`src/rtl/hue_seq_ctrl_if.sv`:
```
// Pixel-in / hue-out handshake bundle for hue_seq_ctrl.
// Defining HUE_FRAC_EN adds out_frac to the result side.
interface hue_seq_ctrl_if #(
    parameter int TAG_W = 8
);
    logic             in_valid;
    logic             in_ready;
    logic [7:0]       in_r;
    logic [7:0]       in_g;
    logic [7:0]       in_b;
    logic [TAG_W-1:0] in_tag;
    logic             out_valid;
    logic             out_ready;
    logic [8:0]       out_hue;
    logic [TAG_W-1:0] out_tag;
`ifdef HUE_FRAC_EN
    logic [7:0]       out_frac;
`endif

    modport slave (
        input  in_valid, in_r, in_g, in_b, in_tag, out_ready,
        output in_ready, out_valid, out_hue, out_tag
`ifdef HUE_FRAC_EN
        , output out_frac
`endif
    );

    modport master (
        output in_valid, in_r, in_g, in_b, in_tag, out_ready,
        input  in_ready, out_valid, out_hue, out_tag
`ifdef HUE_FRAC_EN
        , input out_frac
`endif
    );
endinterface

```
`src/rtl/hue_seq_ctrl.sv`:
```
// One-pixel-at-a-time RGB -> hue sequencer: max/min, reciprocal LUT, 8-step shift-add, wrap.
// Optional HUE_FRAC_EN macro keeps 8 fractional bits of hue through scale and wrap.
module hue_seq_ctrl #(
    parameter int TAG_W = 8,
    parameter int LUT_W = 32
) (
    input  logic             clk,
    input  logic             rst_n,
    hue_seq_ctrl_if.slave    pix,
    output logic [7:0]       lut_addr,
    input  logic [LUT_W-1:0] lut_data,
    output logic             busy
);

`ifdef HUE_FRAC_EN
    localparam int FRAC = 8;
`else
    localparam int FRAC = 0;
`endif
    localparam int PW   = LUT_W + 8;
    localparam int HW   = 11 + FRAC;
    localparam int OW   = 9 + FRAC;
    localparam int FULL = 360 * (1 << FRAC);

    typedef enum logic [2:0] {IDLE, PREP, MULT, SCALE, FIN, OUT} state_t;

    state_t           state_q, state_d;
    logic [7:0]       r_q, r_d, g_q, g_d, b_q, b_d;
    logic [TAG_W-1:0] tag_q, tag_d;
    logic [7:0]       mag_q, mag_d;
    logic             neg_q, neg_d;
    logic [1:0]       case_q, case_d;
    logic             dz_q, dz_d;
    logic [LUT_W-1:0] lut_q, lut_d;
    logic [PW-1:0]    p_q, p_d;
    logic [2:0]       cnt_q, cnt_d;
    logic [HW-1:0]    m_q, m_d;
    logic [OW-1:0]    hue_q, hue_d;

    // M = (P*257 + half) >> shift, with x257 as (P<<8)+P
    function automatic logic [HW-1:0] f_scale(input logic [PW-1:0] p);
        logic [PW+8:0] acc;
        acc = {1'b0, p, 8'b0} + (PW+9)'(p) + ((PW+9)'(1) << (31 - FRAC));
        return HW'(acc >> (32 - FRAC));
    endfunction

    function automatic logic [OW-1:0] f_wrap(input logic [1:0] cs, input logic neg,
                                             input logic [HW-1:0] m, input logic dz);
        logic signed [HW-1:0] h;
        logic signed [HW-1:0] off;
        case (cs)
            2'd1:    off = $signed(HW'(120) << FRAC);
            2'd2:    off = $signed(HW'(240) << FRAC);
            default: off = '0;
        endcase
        h = neg ? (off - $signed(m)) : (off + $signed(m));
        if (h < 0)
            h = h + $signed(HW'(FULL));
        if (h == $signed(HW'(FULL)))
            h = '0;
        if (dz)
            h = '0;
        return OW'(h);
    endfunction

    logic [7:0]        mx, mn, dlt;
    logic [1:0]        cs;
    logic signed [8:0] num;
    logic [7:0]        num_abs;

    // Case select: ties on max resolve R > G > B
    always_comb begin
        cs  = 2'd0;
        mx  = r_q;
        num = $signed({1'b0, g_q}) - $signed({1'b0, b_q});
        if (r_q >= g_q && r_q >= b_q) begin
            cs  = 2'd0;
            mx  = r_q;
            num = $signed({1'b0, g_q}) - $signed({1'b0, b_q});
        end else if (g_q >= b_q) begin
            cs  = 2'd1;
            mx  = g_q;
            num = $signed({1'b0, b_q}) - $signed({1'b0, r_q});
        end else begin
            cs  = 2'd2;
            mx  = b_q;
            num = $signed({1'b0, r_q}) - $signed({1'b0, g_q});
        end
        mn = r_q;
        if (g_q < mn) mn = g_q;
        if (b_q < mn) mn = b_q;
        dlt     = mx - mn;
        num_abs = num[8] ? 8'(-num) : num[7:0];
    end

    always_ff @(posedge clk or negedge rst_n) begin
        if (!rst_n) begin
            state_q <= IDLE;
            r_q     <= '0;
            g_q     <= '0;
            b_q     <= '0;
            tag_q   <= '0;
            mag_q   <= '0;
            neg_q   <= 1'b0;
            case_q  <= '0;
            dz_q    <= 1'b0;
            lut_q   <= '0;
            p_q     <= '0;
            cnt_q   <= '0;
            m_q     <= '0;
            hue_q   <= '0;
        end else begin
            state_q <= state_d;
            r_q     <= r_d;
            g_q     <= g_d;
            b_q     <= b_d;
            tag_q   <= tag_d;
            mag_q   <= mag_d;
            neg_q   <= neg_d;
            case_q  <= case_d;
            dz_q    <= dz_d;
            lut_q   <= lut_d;
            p_q     <= p_d;
            cnt_q   <= cnt_d;
            m_q     <= m_d;
            hue_q   <= hue_d;
        end
    end

    always_comb begin
        state_d = state_q;
        r_d     = r_q;
        g_d     = g_q;
        b_d     = b_q;
        tag_d   = tag_q;
        mag_d   = mag_q;
        neg_d   = neg_q;
        case_d  = case_q;
        dz_d    = dz_q;
        lut_d   = lut_q;
        p_d     = p_q;
        cnt_d   = cnt_q;
        m_d     = m_q;
        hue_d   = hue_q;
        case (state_q)
            IDLE: begin
                if (pix.in_valid) begin
                    r_d     = pix.in_r;
                    g_d     = pix.in_g;
                    b_d     = pix.in_b;
                    tag_d   = pix.in_tag;
                    state_d = PREP;
                end
            end
            PREP: begin
                case_d  = cs;
                neg_d   = num[8];
                mag_d   = num_abs;
                lut_d   = lut_data;
                dz_d    = (dlt == 8'd0);
                p_d     = '0;
                cnt_d   = '0;
                state_d = (dlt == 8'd0) ? FIN : MULT;
            end
            MULT: begin
                // LSB-first: bit cnt of |num| adds lut << cnt
                if (mag_q[cnt_q])
                    p_d = p_q + (PW'(lut_q) << cnt_q);
                cnt_d = cnt_q + 3'd1;
                if (cnt_q == 3'd7)
                    state_d = SCALE;
            end
            SCALE: begin
                m_d     = f_scale(p_q);
                state_d = FIN;
            end
            FIN: begin
                hue_d   = f_wrap(case_q, neg_q, m_q, dz_q);
                state_d = OUT;
            end
            OUT: begin
                if (pix.out_ready)
                    state_d = IDLE;
            end
            default: state_d = IDLE;
        endcase
    end

    // D is a pure function of the held pixel, so it stays put outside PREP
    assign lut_addr      = dlt;
    assign busy          = (state_q != IDLE);
    assign pix.in_ready  = (state_q == IDLE);
    assign pix.out_valid = (state_q == OUT);
    assign pix.out_hue   = hue_q[OW-1:FRAC];
    assign pix.out_tag   = tag_q;
`ifdef HUE_FRAC_EN
    assign pix.out_frac  = hue_q[7:0];
`endif

endmodule
```
`src/flat_wrapper.sv`:
```
// flat-port wrapper written by rule: the top's interface ports become plain ports
module hue_seq_ctrl_flat 
#(
    parameter int TAG_W = 8,
    parameter int LUT_W = 32
)
  (clk, rst_n, lut_addr, lut_data, busy, pix_in_valid, pix_in_r, pix_in_g, pix_in_b, pix_in_tag, pix_out_ready, pix_in_ready, pix_out_valid, pix_out_hue, pix_out_tag);
  hue_seq_ctrl_if #(.TAG_W(TAG_W)) pix_i ();
  input  logic clk;
  input  logic rst_n;
  output logic [7:0] lut_addr;
  input  logic [LUT_W-1:0] lut_data;
  output logic busy;
  input wire logic [$bits(pix_i.in_valid)-1:0] pix_in_valid;
  input wire logic [$bits(pix_i.in_r)-1:0] pix_in_r;
  input wire logic [$bits(pix_i.in_g)-1:0] pix_in_g;
  input wire logic [$bits(pix_i.in_b)-1:0] pix_in_b;
  input wire logic [$bits(pix_i.in_tag)-1:0] pix_in_tag;
  input wire logic [$bits(pix_i.out_ready)-1:0] pix_out_ready;
  output wire logic [$bits(pix_i.in_ready)-1:0] pix_in_ready;
  output wire logic [$bits(pix_i.out_valid)-1:0] pix_out_valid;
  output wire logic [$bits(pix_i.out_hue)-1:0] pix_out_hue;
  output wire logic [$bits(pix_i.out_tag)-1:0] pix_out_tag;
  assign pix_i.in_valid = pix_in_valid;
  assign pix_i.in_r = pix_in_r;
  assign pix_i.in_g = pix_in_g;
  assign pix_i.in_b = pix_in_b;
  assign pix_i.in_tag = pix_in_tag;
  assign pix_i.out_ready = pix_out_ready;
  assign pix_in_ready = pix_i.in_ready;
  assign pix_out_valid = pix_i.out_valid;
  assign pix_out_hue = pix_i.out_hue;
  assign pix_out_tag = pix_i.out_tag;
  hue_seq_ctrl #(.TAG_W(TAG_W), .LUT_W(LUT_W)) u_core (.clk(clk), .rst_n(rst_n), .pix(pix_i), .lut_addr(lut_addr), .lut_data(lut_data), .busy(busy));
endmodule
```
`config.mk`:
```
export PLATFORM = sky130hd
export DESIGN_NAME = hue_seq_ctrl_flat
export DESIGN_NICKNAME = d
export VERILOG_FILES = /design/src/rtl/hue_seq_ctrl_if.sv /design/src/rtl/hue_seq_ctrl.sv /design/src/flat_wrapper.sv
export SDC_FILE = /design/constraint.sdc
export NUM_CORES = 1
export LEC_CHECK = 0
export ABC_AREA = 1
export ABC_CLOCK_PERIOD_IN_PS = 7300
export BUFFER_PORTS_ARGS = -buffer_cell sky130_fd_sc_hd__buf_2
export CAP_MARGIN = 20
export CORE_MARGIN = 4
export CORE_UTILIZATION = 64
export CTS_BUF_LIST = sky130_fd_sc_hd__clkbuf_8
export DETAILED_ROUTE_END_ITERATION = 6
export PLACE_DENSITY = 0.84
export SLEW_MARGIN = 30
export SYNTH_ARGS = -nofsm -noshare
export SYNTH_HDL_FRONTEND = slang
export SYNTH_SLANG_ARGS = --single-unit
```
`constraint.sdc`:
```
create_clock -name clk -period 7.3 [get_ports clk]
set_input_delay 1.46 -clock clk [delete_from_list [all_inputs] [get_ports clk]]
set_output_delay 1.46 -clock clk [all_outputs]
set_load 0.01 [all_outputs]
```
==> metrics.yaml, run 1 <==
run_status:
  status: "finished clean"
synth:
  netlist_top_cells_area: "dfrtp_1 (27%), nand2_1 (15%), ha_1 (14%)"
  ys_seq_elements: 142
  netlist_instances: 1942
  synth_edf_count: 0
  ys_types: 60
  synth.most_common_cell: "nand2_1"
  syn_area_um2: 13320
  netlist_top_cells_count: "nand2_1 (545), inv_1 (188), a21oi_1 (156)"
  yosysTopAreaCell: "dfrtp_1"
  syn_nets: 2166
  netlist.area_leader.share_pct: 26.68
  synth_flop_cell: "dfrtp_1"
  yosys_warnings: 0
  async_reset_ff_share_pct: 100.0
  syn_area_per_cell_um2: 6.859
  ys_seq_area_share_pct: 26.68
global_route:
  grt_pass1_vias: 12489
  grt_pass1_wl_um: 60290
  overflow: 0
  grt.total_usage_pct: 31.13
  antenna_found_initial: 0
  grt_max_degree: 75
layout:
  diodes: 0
  design_area_um2: 14440
  nets: 2237
  finish.utilization_pct: 70.93
  drive_gt1_share_pct: 10.41
  area_growth_pct: 8.435
  n_fill_cell: 1788
  stdcell_count: 2296
placement:
  placed_area_um2: 14010
  hpwlAfterDp_um: 28750
  io_buffers: 95
  place.gp.congestion: 1.005
  dpl.cell_count: 2264
route:
  vias_per_cell: 5.890
  vias: 13524
  wl_per_cell_um: 16.04
  initialDrtViolationCount: 938
  drc: 0
  dr.pass1.iters: 6
  ant_nets: 0
  drt_wl_total_um: 36830
sta:
  fmaxAchievable_mhz: 147.1
  min_period_ps: 6798
  setup_viol: 0
  skew_ps: 18.40
  drv_slew: 0
  tightest_slew_ps: 928.2
  post-route-period-util_pct: 93.12
  hold_viol_final: 0
  slew_headroom_pct: 37.74
  setup-tns-final_ps: 0
  grt_setup_unrepaired: "no"
clock_network:
  insertion_delay_ps: 490
  htreeDepth: 4
  clk_pin_slew_ps: 100
  cts_tree: "done"
  clk_path_buf_depth: 2
  cts_sinks: 142
  cts-root-buf: "clkbuf_8"
  cts_made_buffers: 17
floorplanning:
  die_h_um: 152.3
  num_io_pins: 96
  dieWidth_um: 152.3
  die_area_um2: 23180
  initial_core_util_pct: 65.41
  rows: 52
  core_area_um2: 20360
critical_path:
  worst_setup_path_start_kind: "flip-flop"
  cpPeakStageDelay_ps: 400
  path_common_cell: "nand2_1"
  cp_slowest_cell: "dfrtp_1"
  path_max_fanout: 16
  crit_start: "u_core.g_q[3]"
  timing.rr.start: "u_core.g_q[3]"
  critPathKind: "reg2out"
  crit_path_end_kind: "output port"
  cp_data_arrival_time_ps: 5340
  required_ps: 5840
run:
  cap_viol_max_count: 0
min_path:
  hold_path.class: "reg2reg"
  hold_start: "u_core.pix.out_hue[3]"
-- metrics by stage --
stage          setup slack (ps)  hold WS [ps]
6_report                  502.4         484.0
5_1_grt                   5.029         505.7
4_1_cts                   349.8         484.7
3_5_place_dp              894.0         460.3
3_3_place_gp               1151         461.2
2_1_floorplan              1450         443.8
-- state kept, by name (all words and copies together), names as in the netlist --
name	cells
u_core.b_q	8
u_core.dz_q	1
u_core.g_q	8
u_core.lut_q	32
u_core.m_q	11
u_core.state_q	3
u_core.pix.out_hue	9
u_core.r_q	8
u_core.mag_q	8
u_core.neg_q	1
u_core.pix.out_tag	8
u_core.case_q	2
u_core.cnt_q	3
u_core.p_q	40
-- what timing repair did --
action,CTS,global route
gates resized for setup,0,4
hold buffers,0,0
setup buffers,0,0
endpoints found under the setup margin,0,1
-- routing by layer --
metal | share of wire, % | global-route usage [%] | vias to the layer above
met2 | 44 | 48.16 | 536
met4 | 2.7 | 9.846 | 0
met3 | 8.1 | 5.737 | 84
li1 | - | - | 6654
met5 | 0 | 0 | -
met1 | 45 | 44.50 | 6250
-- critical path: cells and delay by family, from the launching register on --
| kind | cells | cell delay, ps |
|---|---|---|
| compound gates | 8 | 1240 |
| fa+ha+maj | 3 | 1030 |
| buf+inv | 7 | 500 |
| flops | 1 | 400 |
| simple gates | 15 | 1690 |
-- cell usage in the layout, fill, tap and decap left out, drive strengths merged, types with 12 or more instances in the layout --
master  instances
nand2         560
inv           210
o21ai         166
a21oi         160
nor2          152
ha            151
dfrtp         142
nand3         126
buf           104
xor2           42
a31oi          19
nor3           18
clkbuf         17
nand4          13
xnor2          13
or2            12
-- layout make-up --
class | count | area [µm²] | area share, %
Timing Repair Buffer | 104 | 553.0 | 3.829
Clock buffer | 17 | 234.0 | 1.620
Clock inverter | 15 | 175.2 | 1.213
Sequential cell | 142 | 3553 | 24.60
Multi-Input combinational cell | 1544 | 8811 | 61.00
Tap cell | 270 | 337.8 | 2.339
Inverter | 204 | 779.5 | 5.397
-- path summary, 6_finish.rpt --
| check | endpoint | slack [ps] | depth (start not counted) |
|---|---|---|---|
| worst max-delay path | lut_addr[7] | 500 | 33 |
| worst min-delay path | u_core.pix.out_hue[3] | 480 | 2 |
| worst max register to register | u_core.state_q[2] | 2160 | 29 |
| worst min register to register | u_core.pix.out_hue[3] | 480 | 2 |
| max in group asynchronous | u_core.p_q[15] | 5260 | 2 |
| min in group asynchronous | u_core.b_q[3] | 960 | 1 |
-- cell families after synthesis --
group                      after synthesis  synth area share, %
and+or+nand+nor                        897                28.24
xor gates and xnor gates                55                3.786
DFF                                    142                26.68
adders and majority gates              156                14.94
AOI/OAI and AO/OA                      424                18.01
buffers and inverters                  256                7.383
muxes                                   12               0.9769
Power of run 1 is left out: the tool's default activity adds up to more than one toggle a clock period on the data nets, which glitch-free logic cannot reach.
==> run 2, diff against run 1 <==
--- a/config.mk
+++ b/config.mk
@@ -7,13 +7,13 @@
 export LEC_CHECK = 0
 export ABC_AREA = 1
 export ABC_CLOCK_PERIOD_IN_PS = 7300
-export BUFFER_PORTS_ARGS = -buffer_cell sky130_fd_sc_hd__buf_2
 export CAP_MARGIN = 20
 export CORE_MARGIN = 4
-export CORE_UTILIZATION = 64
+export CORE_UTILIZATION = 65
 export CTS_BUF_LIST = sky130_fd_sc_hd__clkbuf_8
 export DETAILED_ROUTE_END_ITERATION = 6
-export PLACE_DENSITY = 0.84
+export DONT_BUFFER_PORTS = 1
+export PLACE_DENSITY = 0.81
 export SLEW_MARGIN = 30
 export SYNTH_ARGS = -nofsm -noshare
 export SYNTH_HDL_FRONTEND = slang
==> metrics.yaml, run 2 (synthesis gave the netlist of run 1 again) <==
run_status:
  status: "finished clean"
layout:
  final_common_cell: "nand2_1"
  largest_reg_flops: 40  # unchanged
  nets: 2138  # -4.4%
  design_area_um2: 13920  # -3.6%
  drive_gt1_share_pct: 5.968  # -4.4 points
  layout_common_cells: "nand2_1 (544), inv_1 (187), a21oi_1 (156)"
  regMostFlops: "u_core.p_q"
  n_fill_cell: 1837  # +2.7%
  diodes: 0  # unchanged
  area_growth_pct: 4.490
  largestRegisters: "u_core.p_q: 40 flops, u_core.lut_q: 32 flops, u_core.m_q: 11 flops"
run:
  cap_viol_max_count: 0  # unchanged
clock_network:
  cts_made_buffers: 17  # unchanged
  clk_path_buf_depth: 2  # unchanged
  cts_tree: "done"
  cts-root-buf: "clkbuf_8"
  holdBufCountCts: 0  # unchanged
  clk_pin_slew_ps: 90  # about the same
  post_cts_buffers: 0  # unchanged
  htreeDepth: 4  # unchanged
  insertion_delay_ps: 490  # about the same
  cts_sinks: 142  # unchanged
placement:
  hpwlAfterDp_um: 28240  # -1.8%
  place.gp.congestion: 0.9979  # -0.67%
  placed_area_um2: 13510  # -3.6%
  io_buffers: 0  # -100%
sta:
  grt_setup_unrepaired: "no"
  holdWs_ps: 489.4  # +5.404 ps
  post-route-period-util_pct: 92.13  # -0.99 points
  drv_slew: 0  # unchanged
  fmaxAchievable_mhz: 148.7  # +1.1%
  tightest_slew_ps: 1016  # +87.75 ps
  hold_viol_final: 0  # unchanged
  min_period_ps: 6725  # -72.33 ps
  slew_headroom_pct: 32.08  # -5.7 points
  setup-tns-final_ps: 0  # unchanged
  skew_ps: 26.94  # +8.535 ps
  setup_viol: 0  # unchanged
critical_path:
  crit_path_end_kind: "output port"
  worst_r2r_endpoint: "u_core.state_q[2]"
  critPathKind: "reg2out"
  reg2reg_depth: 28  # -3.4%
  timing.rr.start: "u_core.g_q[3]"
  path_max_fanout: 16  # unchanged
  cpPeakStageDelay_ps: 400  # about the same
  worst_setup_path_start_kind: "flip-flop"
  path_common_cell: "nand2_1"
  crit_start: "u_core.g_q[3]"
  r2r_slack_ps: 2090  # -70 ps
  required_ps: 5840  # about the same
  cp_data_arrival_time_ps: 5270  # -70 ps
  cp_slowest_cell: "dfrtp_1"
floorplanning:
  die_area_um2: 22850  # -1.5%
  core_area_um2: 20170  # -0.96%
  rows: 52  # unchanged
  dieWidth_um: 151.2  # -0.73%
  num_io_pins: 96  # unchanged
  die_h_um: 151.2  # -0.73%
  initial_core_util_pct: 66.04  # +0.63 points
global_route:
  grt.total_usage_pct: 32.12  # +0.99 points
  grtUsageMet1_pct: 47.36  # +2.9 points
  antenna_found_initial: 1  # +1
  grt_max_degree: 143  # +91%
  met2_usage_pct: 49.14  # +0.98 points
  grt_pass1_vias: 11823  # -5.3%
  overflow: 0  # unchanged
  grt_busiest_layer: "met2"
  grt_pass1_wl_um: 58390  # -3.1%
  use_met3_pct: 5.386  # -0.35 points
route:
  dr.pass1.iters: 5  # -1
  drt_wl_total_um: 36380  # -1.2%
  initialDrtViolationCount: 1116  # +19%
  drc: 0  # unchanged
  ant_nets: 0  # unchanged
  vias_per_cell: 5.932  # +0.70%
  wl_per_cell_um: 16.56  # +3.2%
  vias: 13032  # -3.6%
min_path:
  hold_start: "u_core.mag_q[1]"
  min_to: "u_core.mag_q[1]"
  min_path_cells: 2  # unchanged
  hold_path.class: "reg2reg"
## run 2: metrics by stage
step / std cells / setup slack [ps] / utilization (%)
2_1_floorplan: 1942 / 1450 / -
3_3_place_gp: 2165 / 1243 / 66.95
3_5_place_dp: 2165 / 1008 / 66.96
4_1_cts: 2197 / 475.1 / 68.93
5_1_grt: 2197 / 113.2 / 69.01
6_report: 2197 / 574.8 / 69.01
## run 2: per-layer routing
| layer | share of wire (%) | wire [µm] |
|---|---|---|
| met1 | 46 | 16620 |
| met2 | 44 | 15880 |
| met3 | 8.7 | 3152 |
| met4 | 1.9 | 705 |
| met5 | 0.036 | 13 |
## run 2: worst max-delay path, delay by kind of cell (launching register included)
family / cells / cell delay, ps
buffers and inverters: 6 / 480
DFF: 1 / 400
adders and majority gates: 3 / 1040
and+or+nand+nor: 15 / 1450
AOI/OAI and AO/OA: 8 / 1420
## run 2: final cells by class
cell class	instances	area (µm²)	area share [%]
clock buffers	18	247.7	1.780
repair buffers	5	37.54	0.2697
flip-flops and latches	142	3555	25.54
clock inverters	14	148.9	1.070
multi-input cells	1544	8812	63.31
well taps	270	337.8	2.427
inverters	204	779.5	5.601
## run 2: how the worst max path moves through the flow
stage / end / slack, ps / depth (start not counted)
2_1_floorplan: lut_addr[7] / 1450 / 33
3_3_place_gp: lut_addr[7] / 1240 / 29
3_5_place_dp: lut_addr[7] / 1010 / 29
4_1_cts: lut_addr[7] / 480 / 29
5_1_grt: lut_addr[7] / 110 / 30
6_report: lut_addr[7] / 570 / 32
## run 2: timing repair
action / 4_1_cts / 5_1_grt
gates resized for setup: 0 / 2
hold endpoints to repair: 0 / 0
setup endpoints to repair: 0 / 1
Power of run 2 is left out for the same reason.
==> run 3, diff against run 2 <==
--- a/config.mk
+++ b/config.mk
@@ -14,6 +14,8 @@
 export DETAILED_ROUTE_END_ITERATION = 6
 export DONT_BUFFER_PORTS = 1
 export PLACE_DENSITY = 0.81
+export REMOVE_ABC_BUFFERS = 1
+export SKIP_CTS_REPAIR_TIMING = 1
 export SLEW_MARGIN = 30
 export SYNTH_ARGS = -nofsm -noshare
 export SYNTH_HDL_FRONTEND = slang
==> metrics.yaml, run 3 (synthesis gave the netlist of run 1 again) <==
run_status:
  status: "complete, but fails checks"
  violations: "DRC"
sta:
  tightest_slew_ps: 822.9  # -193.0 ps
  post-route-period-util_pct: 91.96  # -0.17 points
  slew_headroom_pct: 45.06  # +13 points
  fmaxAchievable_mhz: 149.0  # +0.19%
  drv_slew: 0  # unchanged
  setup_viol: 0  # unchanged
  skew_ps: 16.40  # -10.54 ps
  grt_setup_unrepaired: "no"
  hold_viol_final: 0  # unchanged
  min_period_ps: 6713  # -12.50 ps
  setup-tns-final_ps: 0  # unchanged
placement:
  io_buffers: 0  # unchanged
  dpl.cell_count: 2168  # +0.14%
  place.gp.congestion: 0.9864  # -1.2%
  hpwlAfterDp_um: 27740  # -1.7%
critical_path:
  crit_start: "u_core.g_q[3]"
  reg2reg_depth: 27  # -3.6%
  cp_data_arrival_time_ps: 5250  # -20 ps
  path_max_fanout: 16  # unchanged
  r2r_slack_ps: 2020  # -70 ps
  worst_setup_path_start_kind: "flip-flop"
  crit_path_end_kind: "output port"
  required_ps: 5840  # about the same
  cpPeakStageDelay_ps: 410  # about the same
  critPathKind: "reg2out"
  path_common_cell: "nand2_1"
  cp_slowest_cell: "dfrtp_1"
  worst_r2r_endpoint: "u_core.state_q[1]"
  timing.rr.start: "u_core.g_q[3]"
  worstSetupEndpoint: "lut_addr[7]"
floorplanning:
  rows: 52  # unchanged
  initial_core_util_pct: 66.04  # unchanged
  die_area_um2: 22850  # unchanged
  die_h_um: 151.2  # unchanged
  core_area_um2: 20170  # unchanged
  dieWidth_um: 151.2  # unchanged
  num_io_pins: 96  # unchanged
route:
  vias: 13057  # +0.19%
  initialDrtViolationCount: 969  # -13%
  dr.pass1.iters: 7  # +2
  ant_nets: 0  # unchanged
  wl_per_cell_um: 16.30  # -1.6%
  drc: 3  # +3
  drt_wl_total_um: 35840  # -1.5%
  vias_per_cell: 5.938  # +0.10%
clock_network:
  clk_pin_slew_ps: 90  # about the same
  insertion_delay_ps: 470  # -20 ps
  cts_made_buffers: 17  # unchanged
  clk_path_buf_depth: 2  # unchanged
  cts_tree: "done"
  htreeDepth: 4  # unchanged
  cts_sinks: 142  # unchanged
  cts-root-buf: "clkbuf_8"
layout:
  nets: 2141  # +0.14%
  largestRegisters: "u_core.p_q: 40 flops, u_core.lut_q: 32 flops, u_core.m_q: 11 flops"
  n_fill_cell: 1799  # -2.1%
  seqCellArea_um2: 3553  # about the same
  drive_gt1_share_pct: 5.962  # -0.0062 points
  regMostFlops: "u_core.p_q"
  stdcell_count: 2199  # +0.091%
  layout_common_cells: "nand2_1 (544), inv_1 (187), a21oi_1 (156)"
  diodes: 0  # unchanged
  largest_reg_flops: 40  # unchanged
  final_common_cell: "nand2_1"
  multi_input_area_um2: 8801  # -0.13%
  area_growth_pct: 4.716
global_route:
  grt_pass1_wl_um: 57840  # -0.93%
  grt_pass1_vias: 11931  # +0.91%
  grt_max_degree: 143  # unchanged
  grt.total_usage_pct: 31.52  # -0.60 points
  antenna_found_initial: 1  # unchanged
  overflow: 0  # unchanged
run:
  cap_viol_max_count: 0  # unchanged
min_path:
  hold_path.class: "reg2reg"
[run 3: routing by layer]
metal  track usage (%)  routed length (µm)  up-vias
li1                  -                   -     6459
met1             44.07               16330     6064
met2             49.81               16020      467
met3             5.745                2650       65
met4             9.746                 815        2
met5                 0                  20        -
[run 3: final cells by class]
cell class	count	area share [%]
clock inverters	14	1.310
inverters	204	5.588
multi-input cells	1544	63.10
flip-flops and latches	142	25.48
well taps	270	2.422
clock buffers	17	1.677
repair buffers	8	0.4306
[run 3: critical path, delay by kind of cell (launching register included)]
kind	cells	cell delay (ps)
compound gates	8	1270
buf+inv	6	430
fa+ha+maj	3	1030
simple gates	16	1630
flops	1	410
[run 3: per-stage QoR]
| stage | setup WS (ps) | instance area (µm²) | hold slack, ps | util [%] |
|---|---|---|---|---|
| 5_1_grt | 11.04 | 13950 | 511.3 | 69.16 |
| 4_1_cts | 391.0 | 13940 | 484.8 | 69.11 |
| 6_report | 587.3 | 13950 | 484.2 | 69.16 |
| 2_1_floorplan | 1667 | 13120 | 443.8 | - |
| 3_3_place_gp | 1121 | 13520 | 460.1 | 67.04 |
| 3_5_place_dp | 922.2 | 13520 | 465.4 | 67.04 |
[run 3: worst min-delay path by stage]
stage,start,endpoint,slack [ps],cells past startpoint
2_1_floorplan,u_core.mag_q[6],u_core.mag_q[6],440,2
3_3_place_gp,u_core.mag_q[1],u_core.mag_q[1],460,2
3_5_place_dp,u_core.mag_q[1],u_core.mag_q[1],470,2
4_1_cts,u_core.mag_q[1],u_core.mag_q[1],480,2
5_1_grt,u_core.mag_q[1],u_core.mag_q[1],510,2
6_report,u_core.mag_q[1],u_core.mag_q[1],480,2
Power of run 3 is left out for the same reason.
